File: src/rtl/pipe_stage_reg.sv
// Inter-stage pipeline register: valid/ready handshake, one-entry skid, flush and exception redirect.
// Optional performance counters are enabled by defining PIPE_STAGE_PERF_EN.
module pipe_stage_reg #(
  parameter int          DATA_W     = 32,
  parameter int          PC_W       = 32,
  parameter int          EXC_W      = 5,
  parameter logic [31:0] HANDLER_PC = 32'h0000_4180,
  parameter int          CNT_W      = 16
) (
  input  logic              clk,
  input  logic              reset,
  input  logic              in_valid,
  output logic              in_ready,
  input  logic [PC_W-1:0]   in_pc,
  input  logic [DATA_W-1:0] in_data,
  input  logic [EXC_W-1:0]  in_exc,
  input  logic              in_bd,
  output logic              out_valid,
  input  logic              out_ready,
  output logic [PC_W-1:0]   out_pc,
  output logic [DATA_W-1:0] out_data,
  output logic [EXC_W-1:0]  out_exc,
  output logic              out_bd,
  input  logic              flush,
  input  logic              req,
  output logic [CNT_W-1:0]  stall_cnt,
  output logic [CNT_W-1:0]  bubble_cnt,
  output logic [CNT_W-1:0]  flush_cnt
);

  typedef struct packed {
    logic [PC_W-1:0]   pc;
    logic [DATA_W-1:0] data;
    logic [EXC_W-1:0]  exc;
    logic              bd;
  } entry_t;

  localparam logic [PC_W-1:0] HPC = PC_W'(HANDLER_PC);

  entry_t main_q;
  entry_t skid_q;
  entry_t in_e;
  logic   main_valid;
  logic   skid_valid;
  logic   in_fire;
  logic   out_fire;

  assign in_e     = {in_pc, in_data, in_exc, in_bd};
  assign in_ready = !skid_valid;
  assign in_fire  = in_valid & in_ready;
  assign out_fire = main_valid & out_ready;

  assign out_valid = main_valid;
  assign out_pc    = main_q.pc;
  assign out_data  = main_q.data;
  assign out_exc   = main_q.exc;
  assign out_bd    = main_q.bd;

  always_ff @(posedge clk) begin
    if (reset) begin
      main_valid <= 1'b0;
      skid_valid <= 1'b0;
      main_q     <= '0;
      skid_q     <= '0;
    end else if (req) begin
      main_valid <= 1'b0;
      skid_valid <= 1'b0;
      main_q     <= '{pc: HPC, default: '0};
      skid_q     <= '0;
    end else if (flush) begin
      main_valid <= 1'b0;
      skid_valid <= 1'b0;
      main_q     <= '0;
      skid_q     <= '0;
    end else if (!main_valid) begin
      if (in_fire) begin
        main_q     <= in_e;
        main_valid <= 1'b1;
      end
    end else if (!skid_valid) begin
      if (out_fire && in_fire) begin
        main_q <= in_e;
      end else if (out_fire) begin
        main_valid <= 1'b0;
      end else if (in_fire) begin
        skid_q     <= in_e;
        skid_valid <= 1'b1;
      end
    end else if (out_fire) begin
      // skid full: it is the only source for main, in_ready is low
      main_q     <= skid_q;
      skid_valid <= 1'b0;
    end
  end

`ifdef PIPE_STAGE_PERF_EN
  localparam logic [CNT_W-1:0] CMAX = '1;

  logic [CNT_W-1:0] stall_q;
  logic [CNT_W-1:0] bubble_q;
  logic [CNT_W-1:0] flush_q;

  always_ff @(posedge clk) begin
    if (reset) begin
      stall_q  <= '0;
      bubble_q <= '0;
      flush_q  <= '0;
    end else begin
      if (main_valid && !out_ready && stall_q != CMAX)
        stall_q <= stall_q + CNT_W'(1);
      if (!main_valid && out_ready && bubble_q != CMAX)
        bubble_q <= bubble_q + CNT_W'(1);
      if ((flush || req) && flush_q != CMAX)
        flush_q <= flush_q + CNT_W'(1);
    end
  end

  assign stall_cnt  = stall_q;
  assign bubble_cnt = bubble_q;
  assign flush_cnt  = flush_q;
`else
  assign stall_cnt  = '0;
  assign bubble_cnt = '0;
  assign flush_cnt  = '0;
`endif

endmodule

File: config.mk
export PLATFORM = sky130hd
export DESIGN_NAME = pipe_stage_reg
export DESIGN_NICKNAME = d
export VERILOG_FILES = /design/src/rtl/pipe_stage_reg.sv
export SDC_FILE = /design/constraint.sdc
export NUM_CORES = 1
export LEC_CHECK = 0
export ABC_AREA = 1
export BUFFER_PORTS_ARGS = -buffer_cell sky130_fd_sc_hd__buf_2
export CORE_AREA = 2 2 121 123
export CTS_CLUSTER_DIAMETER = 100
export CTS_CLUSTER_SIZE = 28
export DETAILED_ROUTE_END_ITERATION = 8
export DIE_AREA = 0 0 123 125
export PLACE_DENSITY = 0.77
export SLEW_MARGIN = 20
export SYNTH_ARGS = -nofsm -noshare
export SYNTH_HDL_FRONTEND = slang
export SYNTH_SLANG_ARGS = --single-unit
File: constraint.sdc
create_clock -name clk -period 1.3 [get_ports clk]
set_input_delay 0.13 -clock clk [delete_from_list [all_inputs] [get_ports clk]]
set_output_delay 0.13 -clock clk [all_outputs]
set_load 0.01 [all_outputs]
==> reports/summary.md <==
- **first-pass GRT wire length** 27,800 µm
- **crit-path cells** nand2_4, nor2_4, inv_4, clkbuf_16, nor2_1, nor2_1
- **synthesized area per cell** 6.89 µm²
- **count of distinct cell types in the synthesized netlist** 19
- **pre-CTS setup slack** 0.00998 ns
- **layout overhead on the synthesized area** 45.0%
- **endpoint required time on the critical path** 1.62 ns
- **effective utilization at floorplan** 0.447
- **FF-to-FF End** skid_q[42]
- **TritonCTS Sinks** 142
- **number of buffers on the longest clock path** 2
- **R2R Path Start** out_valid
- **leading post-synthesis cells by instance count** sky130_fd_sc_hd__nor2_1, sky130_fd_sc_hd__nand2_1, sky130_fd_sc_hd__dfxtp_1
- **post-layout net count** 1,216
- **number of antenna violations at the first check in global routing** 0
- **latest clock arrival within the worst-skew pair** 0.43 ns
- **placed wire-length estimate** 10000 µm
- **number of placed instances with taps included** 1,211
- **number of detailed-routing iterations run before antenna repair** 5
- **register clock-pin slew on the reported worst setup and hold paths** 0.06 ns
- **proportion of synthesized flip-flops having asynchronous set or reset** 0
- **Antenna Diode Count** 0
- **die height** 125 µm
- **crit path time final** 1.34 ns
- **share of the clock period used by the worst path** 1.03
- **highest clock frequency the design can meet** 0.748 GHz
- **total number of H-tree levels** 4
- **RD Place Congestion** 0.800
- **synthesized cell area** 0.00635 mm²
- **number of endpoints failing setup at the final stage** 5
- **Crit. End Element** flop
- **Worst Hold Path Cells** 4
- **top cell type by total area after synthesis** sky130_fd_sc_hd__dfxtp_1
- **highest cell delay on the worst timing path** 0.40 ns
- **power density over the cells** 1230 mW/mm²
- **placeable core region** 0.0142 mm²
- **setup slack, reg-to-reg** -0.04 ns
- **dominant cell type by count on the critical path** sky130_fd_sc_hd__nor2_1
- **number of synthesized flops with an enable pin** 0
- **max-capacitance violation count** 0
- **final cell count without fillers** 1,337
- **count of input and output buffers** 147
- **worst vdd ir** 0.950 mV
- **skew final** 0.00869 ns
- **All-Layer GR Usage** 0.226
- **end of the worst hold path** out_pc[8]
- **failing checks** setup timing
- **Critical path buffers and inverters** 2
- **path type of the worst min-delay path** input port to flop
- **sum of internal, switching and leakage power** 11,400 µW
- **Setup Crit Path Kind** flop to flop
- **family with the most delay on the worst path** simple AND/OR/NAND/NOR gates
- **sequential area share after synthesis** 0.448
- **fraction of final layout cells sized beyond drive strength 1** 0.252
- **slowest stage cell on the critical path** sky130_fd_sc_hd__dfxtp_4
- **num rows** 44
- **ports placed on the boundary** 196
- **TritonCTS clock tree** built
- **Max Transition Viols Final** 0
- **vias per cell** 5.02
- **drt first-iter violations** 578
- **Pleak** 0.00453 µW
- **routed via count** 6,712
- **top area cells in the synthesized netlist** sky130_fd_sc_hd__dfxtp_1, sky130_fd_sc_hd__nor2_1, sky130_fd_sc_hd__o21ai_0, sky130_fd_sc_hd__nand2_1, sky130_fd_sc_hd__buf_4
- **Worst EP arrival** 1.66 ns
- **per-cell routed wire length** 15.1 µm
- **area of the die** 0.0154 mm²
- **maximum fanout count along the critical path** 10
- **final worst setup slack** -0.0369 ns
- **most used standard cell by instance count after synthesis** sky130_fd_sc_hd__nor2_1
- **Worst Reg2Reg Path Length in Cells** 6
- **via count of the first global-routing pass** 5,856
- **unrepaired setup endpoints after global routing** yes
- **synthesized flop and latch total** 142
- **proportion of netlist area held by the largest area contributor** 0.448
- **DRC violations left** 0
- **kind of start point of the critical path** flop
- **final hold viol count** 0
- **Gate Count Post-Synth** 922
- **die extent in x** 123 µm
- **result of the run** finished with violations
- **clock buffers created by TritonCTS** 17
- **Antenna Nets Post-Route** 0
- **clock root buffer** sky130_fd_sc_hd__clkbuf_16
- **hold wc startpoint** reset
- **Remaining Overflow, GRT** 0
- **dominant register cell in the synthesized netlist** sky130_fd_sc_hd__dfxtp_1
- **YS warnings** 0
- **Detailed Route WL** 20,200 µm
- **pin count of the biggest net entering global routing** 57
==> worst reg2reg max path: cells and delay by family (launching register included) <==
kind	cells	cell delay (ns)
and+or+nand+nor	4	0.52
DFF	1	0.40
buffers and inverters	2	0.31
==> routing by layer <==
metal / share of wire / routed length [µm] / track usage
met1: 0.42 / 8580 / 0.273
met2: 0.48 / 9770 / 0.377
met3: 0.067 / 1350 / 0.0602
met4: 0.025 / 500 / 0.0956
met5: 0 / 0 / 0
==> how the worst max path moves through the flow <==
stage | endpoint | cells after the start | from | slack, ns
floorplan | skid_q[35] | 9 | skid_valid | 0.03
global placement | skid_q[27] | 6 | out_valid | 0.05
detailed placement | skid_q[55] | 6 | out_valid | 0.01
CTS | skid_q[55] | 6 | out_valid | 0.0002
global route | skid_q[35] | 6 | out_valid | -0.08
finish | skid_q[42] | 6 | out_valid | -0.04
==> cell usage in the layout, fill, tap and decap left out, types with 2 or more instances in the layout <==
cell,instances
sky130_fd_sc_hd__nor2_1,244
sky130_fd_sc_hd__buf_2,147
sky130_fd_sc_hd__nand2_1,144
sky130_fd_sc_hd__dfxtp_1,140
sky130_fd_sc_hd__nand3_1,77
sky130_fd_sc_hd__dlygate4sd3_1,71
sky130_fd_sc_hd__o21ai_0,61
sky130_fd_sc_hd__o21ai_1,55
sky130_fd_sc_hd__conb_1,48
sky130_fd_sc_hd__nor2_2,31
sky130_fd_sc_hd__clkbuf_16,27
sky130_fd_sc_hd__o21ai_2,22
sky130_fd_sc_hd__buf_12,17
sky130_fd_sc_hd__inv_1,14
sky130_fd_sc_hd__buf_4,11
sky130_fd_sc_hd__bufinv_16,7
sky130_fd_sc_hd__buf_6,7
sky130_fd_sc_hd__nand2_4,4
sky130_fd_sc_hd__a21oi_1,4
sky130_fd_sc_hd__buf_8,4
sky130_fd_sc_hd__clkbuf_1,3
sky130_fd_sc_hd__inv_4,2
sky130_fd_sc_hd__nor2_4,2
sky130_fd_sc_hd__clkbuf_8,2
sky130_fd_sc_hd__clkinv_4,2
sky130_fd_sc_hd__dfxtp_4,2
==> sequential cells by signal, summed over array words and instances, names as in the netlist <==
signal      flops
skid_valid      1
out_valid       1
out_data       32
skid_q         70
out_exc         5
out_pc         32
out_bd          1
==> power breakdown <==
group | internal (µW) | switching, µW | total, µW
combinational | 503 | 615 | 1120
clock | 3900 | 1900 | 5800
sequential | 4420 | 40.6 | 4460
==> cell families (layout without fill, tap and decap cells) <==
family	after synthesis	in the layout	share of synthesized area
flops	142	142	0.448
compound gates	143	143	0.113
buf+inv	133	317	0.122
other cells	1	48	0.000591
simple gates	503	503	0.316
==> repair_timing <==
item | CTS | global route
hold buffers | 71 | 0
endpoints found under the setup margin | 4 | 132
setup buffers | 1 | 5
pin swaps | 0 | 27
cloned | 1 | 17
resized for setup | 2 | 150
hold endpoints to repair | 71 | 0
==> per-stage QoR <==
step / instance area (µm²) / hold slack [ns] / util / setup TNS [ns]
after floorplan: 6530 / 0.265 / - / 0
final: 9210 / 0.0353 / 0.648 / -0.0571
after detailed placement: 7160 / 0.373 / 0.504 / 0
after CTS: 8610 / 0.0223 / 0.606 / 0
after global placement: 7160 / 0.370 / 0.504 / 0
after global routing: 9210 / 0.0599 / 0.648 / -3.06
==> area by class of cell <==
| type | count | area [µm²] |
|---|---|---|
| fill | 1176 | 4990 |
| multi-input combinational | 694 | 3090 |
| sequential | 142 | 2850 |
| inverter | 18 | 80.1 |
| clock buffer | 22 | 464 |
| tap | 184 | 230 |
| clock inverter | 10 | 233 |
| timing repair buffer | 267 | 2260 |
No activity file was read; power rests on OpenSTA's default activity.
